File: config.mk
export PLATFORM = sky130hd
export DESIGN_NAME = acc_frame_receiver
export DESIGN_NICKNAME = d
export VERILOG_FILES = /design/src/rtl/acc_frame_receiver.sv
export SDC_FILE = /design/constraint.sdc
export NUM_CORES = 1
export LEC_CHECK = 0
export CORE_MARGIN = 2
export CORE_UTILIZATION = 47
export DETAILED_ROUTE_END_ITERATION = 6
export GPL_TIMING_DRIVEN = 0
export PLACE_DENSITY = 0.86
export SYNTH_ARGS = -nofsm -noshare
export SYNTH_HDL_FRONTEND = slang
export SYNTH_SLANG_ARGS = --single-unit
File: constraint.sdc
create_clock -name Clock -period 1.85 [get_ports Clock]
set_input_delay 0.37 -clock Clock [delete_from_list [all_inputs] [get_ports Clock]]
set_output_delay 0.37 -clock Clock [all_outputs]
set_load 0.03 [all_outputs]
File: src/rtl/acc_frame_receiver.sv
// Frame decoder for the accumulator readout byte stream: hunts for a header,
// assembles 8-byte records into four 16-bit words, and flags footer/overflow/errors.
module acc_frame_receiver #(
  parameter int MAX_RECORDS = 512,
  parameter int COUNT_W     = 10
) (
  input  logic               Clock,
  input  logic               Reset,
  input  logic [7:0]         DataIn,
  input  logic               DataReady,
  output logic               ReadEnable,
  output logic [15:0]        SampleDQD,
  output logic [15:0]        SampleDID,
  output logic [15:0]        SampleDQ,
  output logic [15:0]        SampleDI,
  output logic               RecordValid,
  input  logic               RecordAccept,
  output logic               FrameStart,
  output logic               FrameDone,
  output logic               FrameError,
  output logic [COUNT_W-1:0] RecordCount,
  output logic               Busy
);

  typedef enum logic [1:0] {HUNT, HDR2, REC, HOLD} state_t;

  state_t      state, stateNext;
  logic [2:0]  byteIdx;
  logic [55:0] recBuf;
  logic        xfer;
  logic        startNext, doneNext, errNext, recLoad;

  assign xfer = DataReady & ReadEnable;

  always_comb begin
    stateNext = state;
    startNext = 1'b0;
    doneNext  = 1'b0;
    errNext   = 1'b0;
    recLoad   = 1'b0;
    case (state)
      HUNT: if (xfer && DataIn == 8'h80) stateNext = HDR2;
      HDR2: if (xfer) begin
        if (DataIn == 8'h02) begin
          stateNext = REC;
          startNext = 1'b1;
        end else if (DataIn != 8'h80) begin
          stateNext = HUNT;
          errNext   = 1'b1;
        end
      end
      REC: if (xfer) begin
        // recBuf[7:0] holds byte 0 of the group while byte 1 is on DataIn
        if (byteIdx == 3'd1 && recBuf[7:0] == 8'h80 && DataIn == 8'h01) begin
          stateNext = HUNT;
          doneNext  = 1'b1;
        end else if (byteIdx == 3'd1 && RecordCount == COUNT_W'(MAX_RECORDS)) begin
          stateNext = HUNT;
          errNext   = 1'b1;
        end else if (byteIdx == 3'd7) begin
          stateNext = HOLD;
          recLoad   = 1'b1;
        end
      end
      HOLD: if (RecordValid && RecordAccept) stateNext = REC;
      default: stateNext = HUNT;
    endcase
  end

  always_ff @(posedge Clock) begin
    if (Reset) begin
      state       <= HUNT;
      byteIdx     <= 3'd0;
      recBuf      <= '0;
      ReadEnable  <= 1'b0;
      RecordValid <= 1'b0;
      SampleDQD   <= '0;
      SampleDID   <= '0;
      SampleDQ    <= '0;
      SampleDI    <= '0;
      FrameStart  <= 1'b0;
      FrameDone   <= 1'b0;
      FrameError  <= 1'b0;
      RecordCount <= '0;
      Busy        <= 1'b0;
    end else begin
      state       <= stateNext;
      // ReadEnable/RecordValid follow the registered state so neither depends on DataReady
      ReadEnable  <= (stateNext != HOLD);
      RecordValid <= (stateNext == HOLD);
      FrameStart  <= startNext;
      FrameDone   <= doneNext;
      FrameError  <= errNext;
      if (startNext)
        Busy <= 1'b1;
      else if (doneNext || errNext)
        Busy <= 1'b0;
      if (startNext)
        RecordCount <= '0;
      else if (recLoad)
        RecordCount <= RecordCount + COUNT_W'(1);
      if (state == REC && xfer)
        recBuf <= {recBuf[47:0], DataIn};
      if (stateNext != REC)
        byteIdx <= 3'd0;
      else if (state == REC && xfer)
        byteIdx <= byteIdx + 3'd1;
      if (recLoad)
        {SampleDQD, SampleDID, SampleDQ, SampleDI} <= {recBuf, DataIn};
    end
  end

endmodule

### Word-level counts from Yosys, hierarchy flattened

Cells that the tools add are included.

* register bits after elaboration: 141
* word-level logic and storage cells: 72

* add/sub/neg operators: 2
* equality and inequality tests: 14
* mux-type cells: 30
* bitwise operators: 1
* reduce and logical (&&, ||, !) cells: 11

Operators by type and width (count)
* 2-to-1 mux 1 bit: 19
* 2-to-1 mux 2 bit: 9
* == test 8 bit, second input constant: 2
* adder 10 x 1 -> 10 bit, second input constant: 1
* == test 10 bit, second input constant: 1
* == test 8 x 1 -> 1 bit, second input constant: 1
* == test 8 x 2 -> 1 bit, second input constant: 1
* inequality test 8 bit, second input constant: 1
* one-hot mux 2 bit (4 select lines): 1
* == test 2 bit, second input constant: 3
* logical AND 1 bit: 6
* inequality test 2 bit, second input constant: 2
* OR reduction 2 bit: 2
* adder 3 x 1 -> 3 bit, second input constant: 1
* == test 3 x 1 -> 1 bit, second input constant: 1
* == test 3 bit, second input constant: 1
* == test 2 x 1 -> 1 bit, second input constant: 1
* logical NOT 2 bit: 1
* one-hot mux 1 bit (2 select lines): 1
* nonzero test 2 bit: 1
* bitwise AND 1 bit: 1
* logical OR 1 bit: 1

### Longest topological paths before layout

Gate-level depths: netlist (run 1).

* depth in word-level cells: 9
* mapped depth: 10
* depth with buffers taken out: 7

### Worst setup path before layout (run 1)

Ideal clock, no wire load.

* path kind: reg2reg
* start point: register RecordCount[0]
* end point: register RecordCount[7]
* library setup time: 0.071 ns
* arrival: 2.066 ns
* setup slack: -0.287 ns
* stages on the path, launching flop included: 9
* path buffers: 1
* period minus slack after synthesis: 2.137 ns
* path through: dfxtp_1 inv_1 ha_1 or4bb_1 nor3_4 a211o_1 buf_4 or4_1 a21oi_1

* longest elaborated chain between the ends: 6
* elaborated cells on any way between the ends: 7
* classes of those cells: 1 x add/sub; 1 x eq/ne; 4 x mux; 1 x reduce/logical

RTL lines
* start, declared: line 21 `output logic [COUNT_W-1:0] RecordCount,`
* start signal, assigned: line 101 `RecordCount <= RecordCount + COUNT_W'(1);`
* == test 10 bit: line 57 `end else if (byteIdx == 3'd1 && RecordCount == COUNT_W'(MAX_RECORDS)) begin`
* logical AND 1 bit: line 57
* 2-to-1 mux 1 bit: line 57
* 2-to-1 mux 1 bit: line 54 `if (byteIdx == 3'd1 && recBuf[7:0] == 8'h80 && DataIn == 8'h01) begin`
* 2-to-1 mux 1 bit: line 52 `REC: if (xfer) begin`
* 2-to-1 mux 1 bit: line 41 `case (state)`

Parallel ways exist; a longest one is shown, timed or not.
A chain may end at the register's enable or synchronous reset.

### Worst setup path in the final report (run 1)

* start point: register byteIdx[1]
* end point: register ReadEnable

* longest elaborated chain between the ends: 7
* elaborated cells on any way between the ends: 11
* classes of those cells: 3 x eq/ne; 5 x mux; 3 x reduce/logical

RTL lines
* start, declared: line 28 `logic [2:0] byteIdx;`
* start signal, assigned: line 107 `byteIdx <= byteIdx + 3'd1;`
* == test 3 bit or == test 3 x 1 -> 1 bit (tied branches): line 60, 54, 57
* 2-to-1 mux 2 bit (tied with other cells): line 60 `end else if (byteIdx == 3'd7) begin`
* 2-to-1 mux 2 bit or logical AND 1 bit (tied branches): line 57, 54
* 2-to-1 mux 2 bit *: line 54
* 2-to-1 mux 2 bit *: line 52
* one-hot mux 2 bit (4 select lines) *: line 41
* inequality test 2 bit *: line 89 `ReadEnable <= (stateNext != HOLD);`
* end signal, assigned: line 89
* end, declared: line 11 `output logic ReadEnable,`

Mark *: on every way between the ends. The rest lies on a longest branch, timed or not.

==> results of run 1 <==
==> routing by layer <==
metal | up-vias | track usage (%) | wire (um)
li1 | 2493 | - | -
met1 | 2451 | 31.2 | 6450
met2 | 221 | 40.4 | 7190
met3 | 47 | 4.54 | 986
met4 | 0 | 10.5 | 438
met5 | - | 0 | 0
==> report_power, final <==
group	internal [W]	leakage (nW)	switching [W]
registers	0.00304	1.14	0.00000845
clock network	0.00238	0.315	0.00133
logic	0.0000577	1.43	0.000136
==> cells in the final DEF (no fill, tap or decap), types with 3 or more instances in the layout <==
| master | instances |
|---|---|
| or4_1 | 5 |
| clkbuf_4 | 4 |
| nor2b_1 | 3 |
| clkdlybuf4s50_1 | 61 |
| bufinv_16 | 4 |
| ha_1 | 7 |
| clkbuf_1 | 20 |
| dfxtp_2 | 4 |
| and2_1 | 4 |
| dlymetal6s2s_1 | 12 |
| clkbuf_2 | 4 |
| a21oi_2 | 19 |
| buf_8 | 3 |
| dfxtp_4 | 3 |
| a31o_2 | 3 |
| dfxtp_1 | 134 |
| a21oi_1 | 112 |
| inv_1 | 8 |
| inv_2 | 3 |
| inv_6 | 3 |
| nor2_1 | 9 |
| nand2_1 | 239 |
| nor4_4 | 4 |
| dlygate4sd2_1 | 17 |
| nand4_1 | 6 |
| o31ai_1 | 3 |
| buf_4 | 9 |
| buf_6 | 7 |
| nand2_2 | 7 |
| clkbuf_16 | 20 |
| nand2_4 | 4 |
==> how the worst max path moves through the flow <==
| stage | start | endpoint | slack (ps) | depth (start not counted) |
|---|---|---|---|---|
| after floorplan | byteIdx[0] | ReadEnable | -120 | 6 |
| after global placement | DataIn[1] | SampleDQD[7] | -870 | 8 |
| after detailed placement | DataIn[1] | SampleDQD[7] | -880 | 8 |
| after CTS | byteIdx[1] | RecordCount[2] | -270 | 9 |
| after global routing | byteIdx[1] | RecordCount[0] | -370 | 10 |
| final | byteIdx[1] | ReadEnable | -300 | 8 |
==> final cells by class <==
type / instances / area share (%)
flip-flops and latches: 141 / 37.2
multi-input cells: 474 / 34.1
repair buffers: 102 / 13.4
clock buffers: 19 / 6.08
plain buffers: 41 / 3.90
clock inverters: 12 / 2.38
well taps: 143 / 2.35
inverters: 11 / 0.541
==> worst max-delay path: cells and delay by family (launching register included) <==
| family | cells | cell delay [ps] |
|---|---|---|
| AND/OR/NAND/NOR | 3 | 1290 |
| flip-flops | 1 | 320 |
| buffers and inverters | 2 | 210 |
| AO/OA/AOI/OAI | 2 | 140 |
| adder cells (fa/ha/maj) | 1 | 120 |
==> flip-flops by register name (all words and copies together) (netlist names) <==
register	cells
SampleDQD	16
state	2
RecordCount	10
FrameError	1
SampleDID	16
RecordValid	1
recBuf	56
FrameStart	1
byteIdx	3
SampleDI	16
ReadEnable	1
SampleDQ	16
Busy	1
FrameDone	1
==> metrics by stage <==
stage | setup TNS (ps) | instances | setup WS, ps | hold slack [ps] | total power, W
final | -18650 | 943 | -297 | 443 | 0.00695
after global routing | -24320 | 943 | -368 | 459 | 0.00712
after CTS | -16260 | 942 | -273 | 435 | 0.00694
after detailed placement | -85090 | 901 | -880 | 444 | 0.00328
after global placement | -83160 | 901 | -872 | 439 | 0.00328
after floorplan | -6090 | 668 | -121 | 432 | 0.00321
==> cells in the mapped netlist, drive strengths merged <==
master	count	share of area, %
clkbuf	28	1.9
nand3	2	0.19
a2111oi	2	0.46
a22oi	1	0.14
a211o	1	0.16
o211a	1	0.19
o22a	1	0.16
nor2b	3	0.35
xnor2	2	0.32
inv	11	0.77
xor2	1	0.16
a211oi	3	0.51
nor3	4	0.58
nand2b	1	0.12
and3	3	0.35
o211ai	1	0.14
o31ai	5	0.79
a31oi	2	0.23
and2	4	0.46
and4b	1	0.19
nand2	250	17
nor3b	1	0.14
o21ai	4	0.37
dfxtp	141	52
or3	1	0.12
a21oi	131	12
buf	14	1.6
mux2i	2	0.37
a41o	1	0.19
a31o	3	0.49
or3b	1	0.16
ha	9	2.1
or4bb	1	0.21
and4	2	0.37
or4	6	0.90
nand4	6	0.70
nor4	6	1.1
or2	1	0.12
nor2	9	0.63
nor4b	2	0.32
==> cells by family after synthesis <==
family                   after synthesis  share of synthesized area, %
adder cells (fa/ha/maj)                9                          2.09
AO/OA/AOI/OAI                        156                          16.0
multiplexers                           2                         0.371
buffers and inverters                 53                          4.34
XOR/XNOR                               3                         0.487
flip-flops                           141                          52.3
AND/OR/NAND/NOR                      304                          24.4
==> timing repair <==
| item | 4_1_cts | 5_1_grt |
|---|---|---|
| cloned | 2 | 0 |
| setup endpoints to repair | 132 | 135 |
| buffers inserted | 9 | 1 |
| resized for setup | 70 | 31 |
| pin swaps | 10 | 2 |
==> impl_metrics.csv, run 1 <==
group,metric,value,unit
finish,multi_input_area,0.00260,mm^2
placed_design,place_area,0.00658,mm^2
routing,drt-initial-drc-count,367,
timing,relSlewSlack,59.1,%
routing,drt-wirelength-per-cell,16.0,um
routing,final_antenna_net_count,0,
global_route,grt_pass1_wl,24400,um
floorplanning,core,0.0113,mm^2
run_status,status,"finished with violations",
run_status,failed_checks,"setup timing",
timing,finClkSkew,6.28,ps
global_route,grt_pass1_vias,4912,
min_path,hold_path_class,"input pin to flip-flop",
worst_setup_path,critPathSlowestCell,"or4bb_4",
min_path,hold_depth,3,
finish,diodes,0,
routing,drt_wl_total,15100,um
timing,worst_slew_pin_slew,613,ps
worst_setup_path,r2r_start,"byteIdx[1]",
placed_design,post-dp-hpwl,9600,um
yosys,synth_cells,668,
floorplanning,io_pins,92,
floorplanning,die-width,111,um
yosys,syn-cell-area,0.00540,mm^2
yosys,synth_cell_types,52,
routing,viasPerCell,5.53,
worst_setup_path,r2r-end,"ReadEnable",
timing,setup_viol,83,
cts,clk_pin_slew,60,ps
routing,drc,0,
timing,rsz0062_at_grt,"true",
finish,drive_gt1_share,16.4,%
worst_setup_path,cp.arrival,2490,ps
floorplanning,die_area,0.0124,mm^2
global_route,grt_usage,24.3,%
pwr,powerDensity,911,mW/mm^2
worst_setup_path,cp.required,2200,ps
global_route,antenna_found_initial,0,
floorplanning,row_count,39,
yosys,yosysSeqAreaShare,52.3,%
placed_design,gp_congestion,0.893,
timing,hold_viol,0,
global_route,grt_max_degree,17,
timing,max_freq,466,MHz
cts,cts.sinks,141,
worst_setup_path,cp-start-kind,"flip-flop",
worst_setup_path,end_kind,"flip-flop",
finish,stdcell_area,0.00763,mm^2
timing,layout_min_cycle_time,2150,ps
cts,insertion_delay,420,ps
cts,cts-root-buf,"clkbuf_16",
worst_setup_path,reg2reg_slack,-300,ps
cts,hold_buffers,0,
floorplanning,initial_core_util,47.7,%
worst_setup_path,rr_worst_depth,8,
timing,setup_ws,-297,ps
finish,postLayoutCoreUtil,67.4,%
yosys,synth_seq_cells,141,
pwr,ir_worst_vdd,0.617,mV
worst_setup_path,crit_chain,"inv_2 -> ha_4 -> or4bb_4 -> nor3_4 -> buf_6 -> a211oi_2 -> or4_1 -> o21ai_1",
cts,cts_made_buffers,17,
min_path,holdPathEnd,"SampleDI[3]",
yosys,yosysWarnings,0,
yosys,avgSynthCellArea,8.08,um^2
floorplanning,fp.dieH,111,um
finish,nFillCells,823,
finish,nets,809,
routing,vias,5212,
timing,fin_crit_sh,116,%
finish,syn_to_final_growth,41.4,%
routing,first_pass_iters,6,
cts,cts_buffer_depth,2,
timing,slew_viol_final,0,
yosys,syn_nets,689,
global_route,grt.overflow.total,0,
flow_run,max_cap_violations,0,
cts,cts_tree,"built",
cts,htreeDepth,4,
placed_design,port-buffer-count,90,
min_path,hold_start,"DataIn[3]",
finish,regArea,0.00284,mm^2
pwr,leakage,2.88,nW
worst_setup_path,critPathMaxStageDelay,560,ps
worst_setup_path,worst-setup-path-type,"flip-flop to flip-flop",
worst_setup_path,cp_max_fo,3,
Note: power is estimated with default switching activity, not from simulation.
==> run 2, diff against run 1 <==
CORE_MARGIN = unset   (was 2)
CORE_UTILIZATION = 56   (was 47)
PLACE_DENSITY = 0.95   (was 0.86)
clock period = 2.5 ns   (was 1.85 ns; I/O delays follow)
==> run 2 against run 1 <==
Compared with the run above:
- the run now ends clean
- sequential power fell by 26%
- largest power group unchanged
- total power fell by 32%
- worst setup slack improved by 460 ps
- sequential cell count did not move
- largest cell class unchanged
- first-iteration DRC count fell by 7.9%
- combinational power fell by 35%
- utilization rose by 8.7 points
- sequential share of layout area rose by 2.7 points
==> impl_metrics.csv, run 2 (synthesis results as in run 1) <==
group,metric,value,unit
worst_setup_path,reg2reg_slack,160,ps
routing,drt-initial-drc-count,338,
global_route,grt.overflow.total,0,
placed_design,gp_congestion,0.849,
min_path,hold_path_class,"flip-flop to flip-flop",
routing,drt-wirelength-per-cell,15.8,um
global_route,grt_use_met1,37.3,%
placed_design,port-buffer-count,90,
pwr,power_switching,0.00107,W
worst_setup_path,cp-start-kind,"flip-flop",
finish,layout_commonest_cell,"nand2_1",
floorplanning,core,0.00928,mm^2
global_route,grt.met2_usage,51.7,%
finish,stdcell_area,0.00707,mm^2
finish,layout_common_cells,"nand2_1 (249), dfxtp_1 (141), a21oi_1 (131), clkdlybuf4s50_1 (90), clkbuf_1 (25)",
pwr,p_sw_share,22.6,%
cts,cts-root-buf,"clkbuf_8",
worst_setup_path,cp_top_family,"simple AND/OR/NAND/NOR gates",
worst_setup_path,critPathMaxStageDelay,550,ps
placed_design,post-dp-hpwl,9580,um
cts,htreeDepth,4,
timing,hold_viol,0,
run_status,status,"finished, final reports clean",
global_route,grtUsageMet3,6.41,%
timing,slew_viol_final,0,
floorplanning,row_count,35,
floorplanning,io_pins,92,
timing,setup_ws,162,ps
floorplanning,initial_core_util,58.1,%
routing,viasPerCell,5.61,
placed_design,place_area,0.00646,mm^2
floorplanning,die-width,100,um
global_route,grt-busiest-layer,"met2",
worst_setup_path,cp.required,2940,ps
finish,largest_reg_flops,56,
timing,relSlewSlack,48.0,%
global_route,grt_max_degree,17,
worst_setup_path,crit_chain,"ha_1 -> or4bb_1 -> nor3_4 -> a211o_1 -> buf_4 -> buf_4 -> nand2_1 -> a21oi_1",
routing,first_pass_iters,5,
timing,finClkSkew,10.1,ps
worst_setup_path,cp-startpoint,"byteIdx[0]",
timing,layout_min_cycle_time,2340,ps
timing,setup_viol,0,
cts,clk_pin_slew,70,ps
timing,max_freq,428,MHz
global_route,grt_pass1_vias,4992,
worst_setup_path,crit_top_cell,"buf_4",
pwr,p_seq_share,47.9,%
worst_setup_path,cp_max_fo,10,
worst_setup_path,end_kind,"flip-flop",
finish,syn_to_final_growth,31.0,%
pwr,total_power,0.00471,W
timing,fin_crit_sh,93.5,%
global_route,antenna_found_initial,0,
routing,vias,5164,
global_route,grt_pass1_wl,23900,um
pwr,leakage,2.33,nW
pwr,p_comb_share,2.7,%
worst_setup_path,r2r_start,"byteIdx[0]",
pwr,p_int,0.00365,W
cts,insertion_delay,520,ps
global_route,grt_usage,30.3,%
min_path,hold_depth,2,
finish,diodes,0,
worst_setup_path,worst-setup-path-type,"flip-flop to flip-flop",
placed_design,pre_cts_ws,-439,ps
routing,drt_wl_total,14600,um
floorplanning,fp.dieH,100,um
min_path,hold_start,"SampleDID[8]",
routing,final_antenna_net_count,0,
pwr,powerDensity,667,mW/mm^2
cts,cts_made_buffers,17,
routing,drc,0,
cts,cts_tree,"built",
worst_setup_path,cp.arrival,2780,ps
worst_setup_path,rr_worst_depth,8,
timing,worst_slew_pin_slew,774,ps
pwr,power.share.clock,49.5,%
pwr,ir_worst_vdd,0.613,mV
floorplanning,die_area,0.0100,mm^2
flow_run,max_cap_violations,0,
worst_setup_path,critPathSlowestCell,"or4bb_1",
finish,nets,800,
worst_setup_path,critPathBufInv,2,
cts,hold_buffers,0,
worst_setup_path,r2r-end,"SampleDI[15]",
finish,drive_gt1_share,7.96,%
cts,cts_buffer_depth,2,
cts,cts.sinks,141,
finish,regMostFlops,"recBuf",
min_path,holdPathEnd,"SampleDID[8]",
==> run 2: final cells by class <==
type	count	area [um^2]
repair buffers	94	931
flip-flops and latches	141	2820
clock buffers	20	435
well taps	129	161
multi-input cells	474	2370
plain buffers	40	191
inverters	11	41.3
fillers	626	2220
clock inverters	11	113
==> run 2: tightest hold or removal path: stages, from the launching register on <==
cell and delay [ps]:
dfxtp_1 310, nand2_1 50, a21oi_1 50
==> run 2: worst max-delay path by stage <==
| stage | to | slack [ps] | cells past startpoint |
|---|---|---|---|
| after global placement | SampleDQD[5] | -370 | 8 |
| after CTS | SampleDQD[4] | -10 | 10 |
| after detailed placement | SampleDQD[4] | -440 | 8 |
| final | SampleDI[15] | 160 | 8 |
| after global routing | SampleDID[2] | -8 | 8 |
| after floorplan | RecordCount[7] | 360 | 8 |
==> run 2: through the flow <==
stage	cells	util (%)	hold WS (ps)	TNS, ps
3_3_place_gp	887	69.6	445	-13640
6_report	920	76.1	458	0
5_1_grt	920	76.1	470	-13.1
4_1_cts	918	75.5	454	-26.6
2_1_floorplan	668	-	432	0
3_5_place_dp	887	69.6	445	-18320
==> run 2: repair_timing <==
item	in CTS	in global routing
buffers inserted	0	4
gates resized for setup	2	9
pin swaps	0	3
cloned	0	0
endpoints found under the setup margin	22	62
==> run 2: power groups by stage <==
| stage | Combinational (W) | Sequential [W] | Clock [W] |
|---|---|---|---|
| final | 0.000126 | 0.00226 | 0.00233 |
| after global routing | 0.000136 | 0.00226 | 0.00244 |
| after CTS | 0.000122 | 0.00226 | 0.00233 |
| after detailed placement | 0.000120 | 0.00230 | 0 |
| after global placement | 0.000117 | 0.00231 | 0 |
| after floorplan | 0.0000646 | 0.00231 | 0 |
==> run 2: per-layer routing <==
| metal | vias up | part of all wire (%) |
|---|---|---|
| met2 | 241 | 50 |
| met1 | 2436 | 41 |
| li1 | 2452 | - |
| met3 | 35 | 6.4 |
| met5 | - | 0 |
| met4 | 0 | 2.1 |
==> run 3, diff against run 2 <==
==> constraint.sdc (replaced) <==
create_clock -name Clock -period 2.5 [get_ports Clock]
set_input_delay 0.375 -clock Clock [delete_from_list [all_inputs] [get_ports Clock]]
set_output_delay 0.375 -clock Clock [all_outputs]
set_load 0.03 [all_outputs]
==> run 3 against run 2 <==
Compared with the run above:
- via count is 0.21% higher
- clock-buffer cell count stayed put
- global-route usage stayed put
==> impl_metrics.csv, run 3 (synthesis results as in run 1) <==
group,metric,value,unit
run_status,status,"finished, final reports clean",
cts,cts-root-buf,"clkbuf_8",
finish,drive_gt1_share,7.84,%
routing,drt_wl_total,14500,um
global_route,grt_pass1_vias,4992,
timing,hold_viol,0,
timing,max_freq,426,MHz
pwr,leakage,2.33,nW
finish,layout_common_cells,"nand2_1 (249), dfxtp_1 (141), a21oi_1 (131), clkdlybuf4s50_1 (90), clkbuf_1 (25)",
timing,worst_slew_pin_slew,756,ps
worst_setup_path,cp_max_fo,10,
worst_setup_path,cp-start-kind,"flip-flop",
worst_setup_path,critPathCapture,"SampleDI[15]",
worst_setup_path,reg2reg_slack,150,ps
global_route,antenna_found_initial,0,
global_route,grt_max_degree,17,
worst_setup_path,cp.required,2940,ps
pwr,powerDensity,668,mW/mm^2
worst_setup_path,rr_worst_depth,8,
floorplanning,io_pins,92,
timing,setup_viol,0,
pwr,ir_worst_vdd,0.613,mV
routing,drc,0,
flow_run,max_cap_violations,0,
routing,final_antenna_net_count,0,
timing,relSlewSlack,49.2,%
timing,slew_viol_final,0,
floorplanning,initial_core_util,58.1,%
routing,drt-initial-drc-count,304,
floorplanning,fp.dieH,100,um
finish,diodes,0,
timing,fin_crit_sh,93.8,%
cts,cts.sinks,141,
routing,vias,5175,
finish,layout_commonest_cell,"nand2_1",
cts,cts_tree,"built",
placed_design,port-buffer-count,90,
pwr,total_power,0.00471,W
routing,first_pass_iters,5,
routing,viasPerCell,5.63,
placed_design,gp_congestion,0.849,
finish,syn_to_final_growth,30.8,%
routing,drt-wirelength-per-cell,15.8,um
global_route,grt_usage,30.3,%
worst_setup_path,r2r_start,"byteIdx[0]",
finish,largest_reg_flops,56,
finish,nets,800,
cts,clk_pin_slew,60,ps
worst_setup_path,r2r-end,"SampleDI[15]",
finish,nFillCells,627,
worst_setup_path,cp-startpoint,"byteIdx[0]",
min_path,hold_path_class,"input pin to flip-flop",
cts,insertion_delay,520,ps
cts,cts_made_buffers,17,
worst_setup_path,cp.arrival,2780,ps
global_route,grt.overflow.total,0,
cts,htreeDepth,4,
floorplanning,row_count,35,
placed_design,post-dp-hpwl,9580,um
floorplanning,die_area,0.0100,mm^2
global_route,grt_pass1_wl,23900,um
worst_setup_path,end_kind,"flip-flop",
floorplanning,die-width,100,um
worst_setup_path,worst-setup-path-type,"flip-flop to flip-flop",
finish,regMostFlops,"recBuf",
timing,hold_slack,362,ps
cts,cts_buffer_depth,2,
timing,finClkSkew,8.68,ps
floorplanning,core,0.00928,mm^2
timing,layout_min_cycle_time,2350,ps
run 3: cell counts in the layout (fill, tap and decap cells not counted):
No cell type changed its count.
run 3: report_power, final:
part	internal [W]	switching [W]
registers	0.00225	0.00000462
logic	0.0000402	0.0000850
clock network	0.00135	0.000979
total	0.00365	0.00107
run 3: metal layers:
metal  global-route usage [%]  vias up  part of all wire (%)
li1                         -     2455                     -
met4                     12.0        0                   2.2
met1                     37.3     2444                    41
met5                        0        -                     0
met2                     51.7      236                    50
met3                     6.41       40                   6.1
run 3: worst min-delay path by stage:
| stage | from | end | slack, ps | cells after the start |
|---|---|---|---|---|
| 6_report | Reset | FrameStart | 360 | 2 |
| 5_1_grt | Reset | FrameStart | 390 | 2 |
| 4_1_cts | Reset | FrameStart | 340 | 2 |
| 3_5_place_dp | SampleDID[8] | SampleDID[8] | 450 | 2 |
| 3_3_place_gp | SampleDQD[7] | SampleDQD[7] | 450 | 2 |
| 2_1_floorplan | recBuf[50] | SampleDQD[10] | 430 | 2 |
run 3: timing repair:
item / in CTS / in global routing
buffers inserted: 0 / 4
gates resized for setup: 2 / 8
hold buffers: 0 / 0
pin swaps: 0 / 3
endpoints found under the hold margin: 0 / 0
setup endpoints to repair: 22 / 61
run 3: area by class of cell:
cell class | count | area (um^2) | area share (%)
Clock inverter | 11 | 113 | 1.60
Inverter | 11 | 41.3 | 0.585
Buffer | 40 | 191 | 2.71
Timing Repair Buffer | 94 | 931 | 13.2
Multi-Input combinational cell | 474 | 2360 | 33.5
Tap cell | 129 | 161 | 2.29
Clock buffer | 20 | 435 | 6.17
Sequential cell | 141 | 2820 | 40.0
run 3: worst max-delay path, cell delays in order, from the launching register on:
cell and delay, ps:
dfxtp_1 380, ha_1 170, or4bb_1 550, nor3_4 350
a211o_1 170, buf_4 210, buf_4 200, nand2_1 70
a21oi_1 170
run 3: per-stage QoR:
| stage | cell area, um^2 | instances | TNS [ps] | utilization (%) | worst slack, ps |
|---|---|---|---|---|---|
| after global placement | 6460 | 887 | -4840 | 69.6 | -242 |
| after detailed placement | 6460 | 887 | -8890 | 69.6 | -314 |
| after floorplan | 5400 | 668 | 0 | - | 363 |
| after CTS | 7010 | 918 | -26.6 | 75.5 | -11.4 |
| after global routing | 7060 | 920 | -13.1 | 76.0 | -7.53 |
| final | 7060 | 920 | 0 | 76.0 | 154 |
